[config.mk]
export PLATFORM = sky130hd
export DESIGN_NAME = register_file_sb
export DESIGN_NICKNAME = d
export VERILOG_FILES = /design/src/rtl/register_file_sb.sv
export SDC_FILE = /design/constraint.sdc
export NUM_CORES = 2
export LEC_CHECK = 0
export BUFFER_PORTS_ARGS = -buffer_cell sky130_fd_sc_hd__buf_2
export CELL_PAD_IN_SITES_DETAIL_PLACEMENT = 1
export CELL_PAD_IN_SITES_GLOBAL_PLACEMENT = 1
export CORE_AREA = 2 2 433 435
export DETAILED_ROUTE_END_ITERATION = 16
export DIE_AREA = 0 0 435 437
export PLACE_DENSITY = 0.59
export SETUP_SLACK_MARGIN = 0.05
export SYNTH_ARGS = -nofsm -noshare
export SYNTH_HDL_FRONTEND = slang
export SYNTH_SLANG_ARGS = --single-unit
[constraint.sdc]
create_clock -name clk -period 59.9 [get_ports clk]
set_input_delay 5.99 -clock clk [delete_from_list [all_inputs] [get_ports clk]]
set_output_delay 5.99 -clock clk [all_outputs]
set_load 0.005 [all_outputs]
[src/rtl/register_file_sb.sv]
// MIPS GPR file with per-byte write merge and a load scoreboard (pending bits + count).
// Define WB_BYPASS_EN to forward the writeback value to same-cycle reads.
module register_file_sb #(
    parameter int DATA_W   = 32,
    parameter int NUM_REGS = 32,
    parameter int ADDR_W   = $clog2(NUM_REGS),
    parameter int NUM_RD   = 2,
    parameter int V0_IDX   = 2
) (
    input  logic                       clk,
    input  logic                       reset,
    input  logic [NUM_RD*ADDR_W-1:0]   rd_addr,
    output logic [NUM_RD*DATA_W-1:0]   rd_data,
    output logic [NUM_RD-1:0]          rd_busy,
    input  logic                       wr_en,
    input  logic [ADDR_W-1:0]          wr_addr,
    input  logic [DATA_W-1:0]          wr_data,
    input  logic [DATA_W/8-1:0]        wr_be,
    input  logic                       pend_set,
    input  logic [ADDR_W-1:0]          pend_addr,
    output logic [ADDR_W:0]            pend_count,
    output logic [DATA_W-1:0]          register_v0
);

    localparam int NB = DATA_W / 8;
    localparam logic [ADDR_W:0] LIM = (ADDR_W + 1)'(NUM_REGS);
    localparam logic [ADDR_W:0] ONE = (ADDR_W + 1)'(1);

    logic [NUM_REGS-1:0][DATA_W-1:0] regs;
    logic [NUM_REGS-1:0]             pending;
    logic [NUM_REGS-1:0]             pend_nxt;
    logic                            wr_ok;
    logic                            set_ok;
    logic                            inc;
    logic                            dec;

    // Index 0 and indices past the last register are inert everywhere.
    function automatic logic in_range(input logic [ADDR_W-1:0] a);
        return (a != '0) && ({1'b0, a} < LIM);
    endfunction

    function automatic logic [DATA_W-1:0] merge(
        input logic [DATA_W-1:0] old_v,
        input logic [DATA_W-1:0] new_v,
        input logic [NB-1:0]     be
    );
        logic [DATA_W-1:0] r;
        r = old_v;
        for (int k = 0; k < NB; k++) begin
            if (be[k]) r[k*8 +: 8] = new_v[k*8 +: 8];
        end
        return r;
    endfunction

    assign wr_ok  = !reset && wr_en && in_range(wr_addr);
    assign set_ok = !reset && pend_set && in_range(pend_addr);

    // Set is applied after clear so a newer load on the same register wins.
    always_comb begin
        pend_nxt = pending;
        if (wr_ok)  pend_nxt[wr_addr]   = 1'b0;
        if (set_ok) pend_nxt[pend_addr] = 1'b1;
    end

    assign inc = set_ok && !pending[pend_addr];
    assign dec = wr_ok && pending[wr_addr] &&
                 !(set_ok && (pend_addr == wr_addr));

    always_ff @(posedge clk or posedge reset) begin
        if (reset) begin
            regs       <= '0;
            pending    <= '0;
            pend_count <= '0;
        end else begin
            if (wr_ok) regs[wr_addr] <= merge(regs[wr_addr], wr_data, wr_be);
            pending <= pend_nxt;
            if (inc && !dec)      pend_count <= pend_count + ONE;
            else if (dec && !inc) pend_count <= pend_count - ONE;
        end
    end

    assign register_v0 = regs[V0_IDX];

    for (genvar g = 0; g < NUM_RD; g++) begin : g_rd
        logic [ADDR_W-1:0] a;
        logic              ok;
        logic [DATA_W-1:0] q;
        logic              b;

        assign a  = rd_addr[g*ADDR_W +: ADDR_W];
        assign ok = in_range(a);
        assign q  = ok ? regs[a] : '0;
        assign b  = ok ? pending[a] : 1'b0;

`ifdef WB_BYPASS_EN
        logic hit;
        assign hit = ok && wr_ok && (wr_addr == a);
        assign rd_data[g*DATA_W +: DATA_W] = hit ? merge(q, wr_data, wr_be) : q;
        assign rd_busy[g] = hit ? (set_ok && (pend_addr == a)) : b;
`else
        assign rd_data[g*DATA_W +: DATA_W] = q;
        assign rd_busy[g] = b;
`endif
    end

endmodule

After elaboration in Yosys (flattened, before gate mapping)
Cells that the tools add are included.

storage, ports and cells
  memory bits (read-only) = 0
  memory bits (writable) = 0
  bits in latches = 0
  output and inout bits = 104
  register bits after elaboration = 1062
  memories kept = 0

cells by class
  reduce and logical (&&, ||, !) cells = 22
  shift operators = 0
  multipliers = 0
  add/subtract/negate cells = 2
  divide/modulo/power cells = 0
  equality and inequality tests = 1
  $lt $le $gt $ge = 6
  muxes and demuxes = 37
  bitwise logic cells = 3

operators with widths
  kind                   number
  $bwmux W1024           1
  $bmux W32 S5           3
  $mux W32               8
  $demux W32 S5          1
  $mux W8                8
  $and A32 B32 Y32       1
  $not A32 Y32           1
  $or A32 B32 Y32        1
  $lt A5 B6 Y1 const B   4
  $bmux W1 S5            4
  $reduce_bool A5 Y1     4
  $logic_and A1 B1 Y1    12
  $mux W6                2
  $demux W1 S5           2
  $ge A5 B1 Y1 const B   2
  $mux W1                8
  $add A6 B1 Y6 const B  1
  $sub A6 B1 Y6 const B  1
  $eq A5 B5 Y1           1
  $logic_not A1 Y1       5
  $reduce_bool A2 Y1     1

Logic depth before layout (Yosys ltp)
  depth in word-level cells = 9
  gate-level depth with buffers = 20
  gate-level depth less buffers = 13

Worst setup path after synthesis
No wires, ideal clock.

  path kind = in2reg
  from = input port reset
  to = register pending[21]
  stages on the path = 4
  setup slack = 29187 ps
  arrival time = 30643 ps
  buffers on the path = 0
  required time = 59831 ps
  path through = inv_1 nand2_1 nor2_1 a32o_1

between the ends
  cells in the longest elaborated chain, start to end = 6
  elaborated cells between the ends (all ways) = 8

RTL lines
  element                                RTL line  text
  from (decl)                            11        input logic reset,
  $logic_not A1 Y1 (no source line) (*)  --
  $logic_and A1 B1 Y1 (2 in series)      55        assign wr_ok = !reset && wr_en && in_range(wr_addr);
  $mux W32                               61        if (wr_ok) pend_nxt[wr_addr] = 1'b0;
  $or A32 B32 Y32 (no source line)       --
  $mux W32 (*)                           62        if (set_ok) pend_nxt[pend_addr] = 1'b1;
  named net pend_nxt[21]                 31        logic [NUM_REGS-1:0] pend_nxt;
  to (signal assigned)                   76        pending <= pend_nxt;
  to (decl)                              30        logic [NUM_REGS-1:0] pending;

Mark *: on every way through the listed nets, which the timed path passes. The rest lies on a longest branch.
A chain may end at the register's enable or synchronous reset.

Worst setup path in the final report
  from = input port rd_addr[1]
  to = output port rd_data[0]

between the ends
  cells in the longest elaborated chain, start to end = 3
  elaborated cells between the ends (all ways) = 4

RTL lines
  element                         RTL line  text
  from (decl)                     12        input logic [NUM_RD*ADDR_W-1:0] rd_addr,
  $bmux W32 S5                    92        assign q = ok ? regs[a] : '0;
  $mux W32 (not written as such)  92
  $mux W32 (*)                    92
  to (decl)                       13        output logic [NUM_RD*DATA_W-1:0] rd_data,

Mark *: on every way between the ends. The rest lies on a longest branch, timed or not. The select of a mux whose other input is x is not followed.

==> flow_metrics.tcl <==
set metrics [dict create \
    power_density_nw_per_um2 28.6 \
    synth.area.top_cells "dfrtp_1 (41%), mux4_2 (22%), mux2i_1 (7.7%)" \
    netlist_area_sq_um 64500 \
    p_leak_nw 30.5 \
    cts_resized 0 \
    path_class "primary input to primary output" \
    h-tree-depth 3 \
    cp.arrival_ns 10.55 \
    synth_edf_count 0 \
    peakVddDrop_uv 23.6 \
    setup_viol 0 \
    setup-tns-final_ns 0 \
    routed-via-count 49700 \
    dr.first_iter.drc_count 5265 \
    wirelength_um 281000 \
    area_delta_synth_final_pct 10.1 \
    switching_share_pct 30.1 \
    die-height_um 437 \
    grt_pass1_vias 50400 \
    synthesis.nets 5452 \
    dp_hpwl_um 164000 \
    path_clk_slew_ns 0.06 \
    cap_violations 0 \
    postCtsSetupBuffers 0 \
    syn_inst 5386 \
    cts_sinks 1062 \
    clockBufferDepth 3 \
    skew_ns 0.0298 \
    hold_class "register to register" \
    synth_common_cells "dfrtp_1 (1062), nand2_1 (745), o21ai_0 (665), mux4_2 (629), mux2i_1 (495)" \
    multi_input_area_sq_um 35100 \
    rsz0062_at_grt "false" \
    vias_per_cell 6.41 \
    fillers 19600 \
    gp_congestion 0.832 \
    endpoint_kind "primary output" \
    yosysSeqAreaShare_pct 41.2 \
    finalCritPeriodShare_pct 27.6 \
    synth_top_cell_by_area "dfrtp_1" \
    synth_flop_cell "dfrtp_1" \
    die_x_um 435 \
    routedWlPerCell_um 36.2 \
    drv_slew 0 \
    ys_seq_elements 1062 \
    track_usage_pct 29.2 \
    slew_headroom_pct 15.4 \
    seq_area_sq_um 26600 \
    cts_hold_buf 0 \
    die-area_sq_um 190000 \
    grt_pass1_wl_um 398000 \
    whs_ns 0.425 \
    synthMostInstantiatedCell "dfrtp_1" \
    ant_nets 0 \
    portBuffers 163 \
    worstSkewPairLatency_ns 0.79 \
    nets 5238 \
    path_max_fanout 62 \
    synth_top_area_share_pct 41.2 \
    status "complete, no violations" \
    pwr-share-comb_pct 18.4 \
    worst_pin_slew_ns 1.27 \
    cts_root_buffer "clkbuf_16" \
    drc 0 \
    grt-ovfl-total 0 \
    std_cell_rows 158 \
    postSynth.asyncResetShare_pct 100 \
    yosysUniqueCellTypes 75 \
    drive_gt1_share_pct 30.1 \
    cts_tree "yes" \
    grt_max_degree 166 \
    yosys_warnings 0 \
    power.share.sequential_pct 43.0 \
    min_period_ns 16.54 \
    initial_utilization_pct 34.8 \
    cp.required_ns 53.91 \
    hold_violations 0 \
    postSynthAreaPerCell_sq_um 12.0 \
    dr.pass1.iters 6 \
    start_kind "primary input" \
    grt_antenna_before_repair 20 \
    p_switching_mw 0.611 \
    ioPinCount 164 \
    internal-power_mw 1.42 \
    pwr-share-clk_pct 38.6 \
    cts_made_buffers 121 \
    core_area_sq_um 185000 \
    clock.fmax_mhz 60.5 \
]
logic make-up after synthesis:
| group | Yosys count | share of synthesized area, % |
|---|---|---|
| buf+inv | 654 | 4.89 |
| xor+xnor | 10 | 0.136 |
| simple gates | 992 | 6.66 |
| flops | 1062 | 41.2 |
| compound gates | 1164 | 10.8 |
| mux | 1498 | 36.2 |
| fa+ha+maj | 6 | 0.128 |
routing by layer:
metal	up-vias	track usage, %	share of wire [%]
met5	-	0	0.022
met4	8	12.9	5.2
met3	576	5.64	8.0
met2	2362	45.2	45
met1	26800	39.7	41
li1	20000	-	-
cell type report:
cell class | count | area share, %
timing repair buffer | 300 | 2.78
clock buffer | 184 | 5.12
clock inverter | 44 | 0.689
tap | 2480 | 4.37
antenna | 3 | 0.0106
multi-input combinational | 3670 | 49.5
inverter | 17 | 0.100
sequential | 1062 | 37.4
state kept, by name, summed over array words and instances (netlist names):
name         count
pending         32
regs           992
register_v0     32
pend_count       6
through the flow:
stage / setup slack (ns) / cells / cell area (sq um) / utilization [%] / total power, mW
final: 43.36 / 7760 / 71000 / 38.4 / 2.03
after global routing: 43.17 / 7757 / 71000 / 38.4 / 2.10
after CTS: 43.22 / 7757 / 71000 / 38.4 / 2.03
after detailed placement: 43.23 / 7529 / 66900 / 36.1 / 1.25
after global placement: 43.22 / 7529 / 66900 / 36.1 / 1.24
after floorplan: 24.00 / 5386 / 64500 / - / 1.12
placed cells by master (no fill, tap or decap), types with 6 or more instances in the layout:
| cell | instances |
|---|---|
| o311ai_0 | 8 |
| nor3_1 | 43 |
| clkinv_2 | 23 |
| a211o_1 | 27 |
| buf_2 | 151 |
| a221oi_1 | 35 |
| xnor2_1 | 8 |
| o21ai_1 | 52 |
| o22ai_1 | 176 |
| o221ai_1 | 31 |
| inv_1 | 15 |
| a32oi_2 | 7 |
| nand2_1 | 730 |
| nor2b_1 | 32 |
| a21oi_1 | 30 |
| a22oi_1 | 21 |
| bufinv_16 | 8 |
| clkbuf_1 | 28 |
| a22o_1 | 27 |
| a2111oi_0 | 12 |
| or4_1 | 24 |
| nor2_1 | 69 |
| dfrtp_1 | 1062 |
| clkbuf_16 | 123 |
| o22ai_2 | 16 |
| mux4_2 | 629 |
| nand2b_1 | 7 |
| nand2_4 | 27 |
| mux2_2 | 372 |
| clkbuf_8 | 33 |
| buf_4 | 137 |
| o211ai_1 | 9 |
| o21ai_0 | 665 |
| nor4_2 | 6 |
| mux2i_1 | 495 |
| a211oi_1 | 22 |
final timing paths:
check	depth (start not counted)	start	to	slack (ns)
hold reg to reg	0	regs[8]	regs[8]	0.43
max in group asynchronous	6	reset	regs[296]	50.56
setup reg to reg	12	pending[23]	pend_count[5]	56.31
hold / removal	0	regs[8]	regs[8]	0.43
setup / recovery	10	rd_addr[1]	rd_data[0]	43.36
min in group asynchronous	2	reset	regs[285]	5.37
power groups by stage:
stage               registers, mW  logic [mW]  clock network [mW]
finish                      0.871       0.373               0.783
global route                0.881       0.400               0.822
CTS                         0.868       0.373               0.794
detailed placement          0.880       0.372                   0
global placement            0.876       0.364                   0
floorplan                   0.853       0.268                   0
worst max-delay path, cell delays in order:
cell and delay (ns):
buf_8 0.49, buf_4 0.73, buf_4 0.81, buf_4 0.73, mux4_2 0.35, mux2i_1 0.08
nor2_1 0.14, a211oi_1 0.07, nor3_1 0.82, buf_2 0.26
Power figures use the tool's default switching activity.
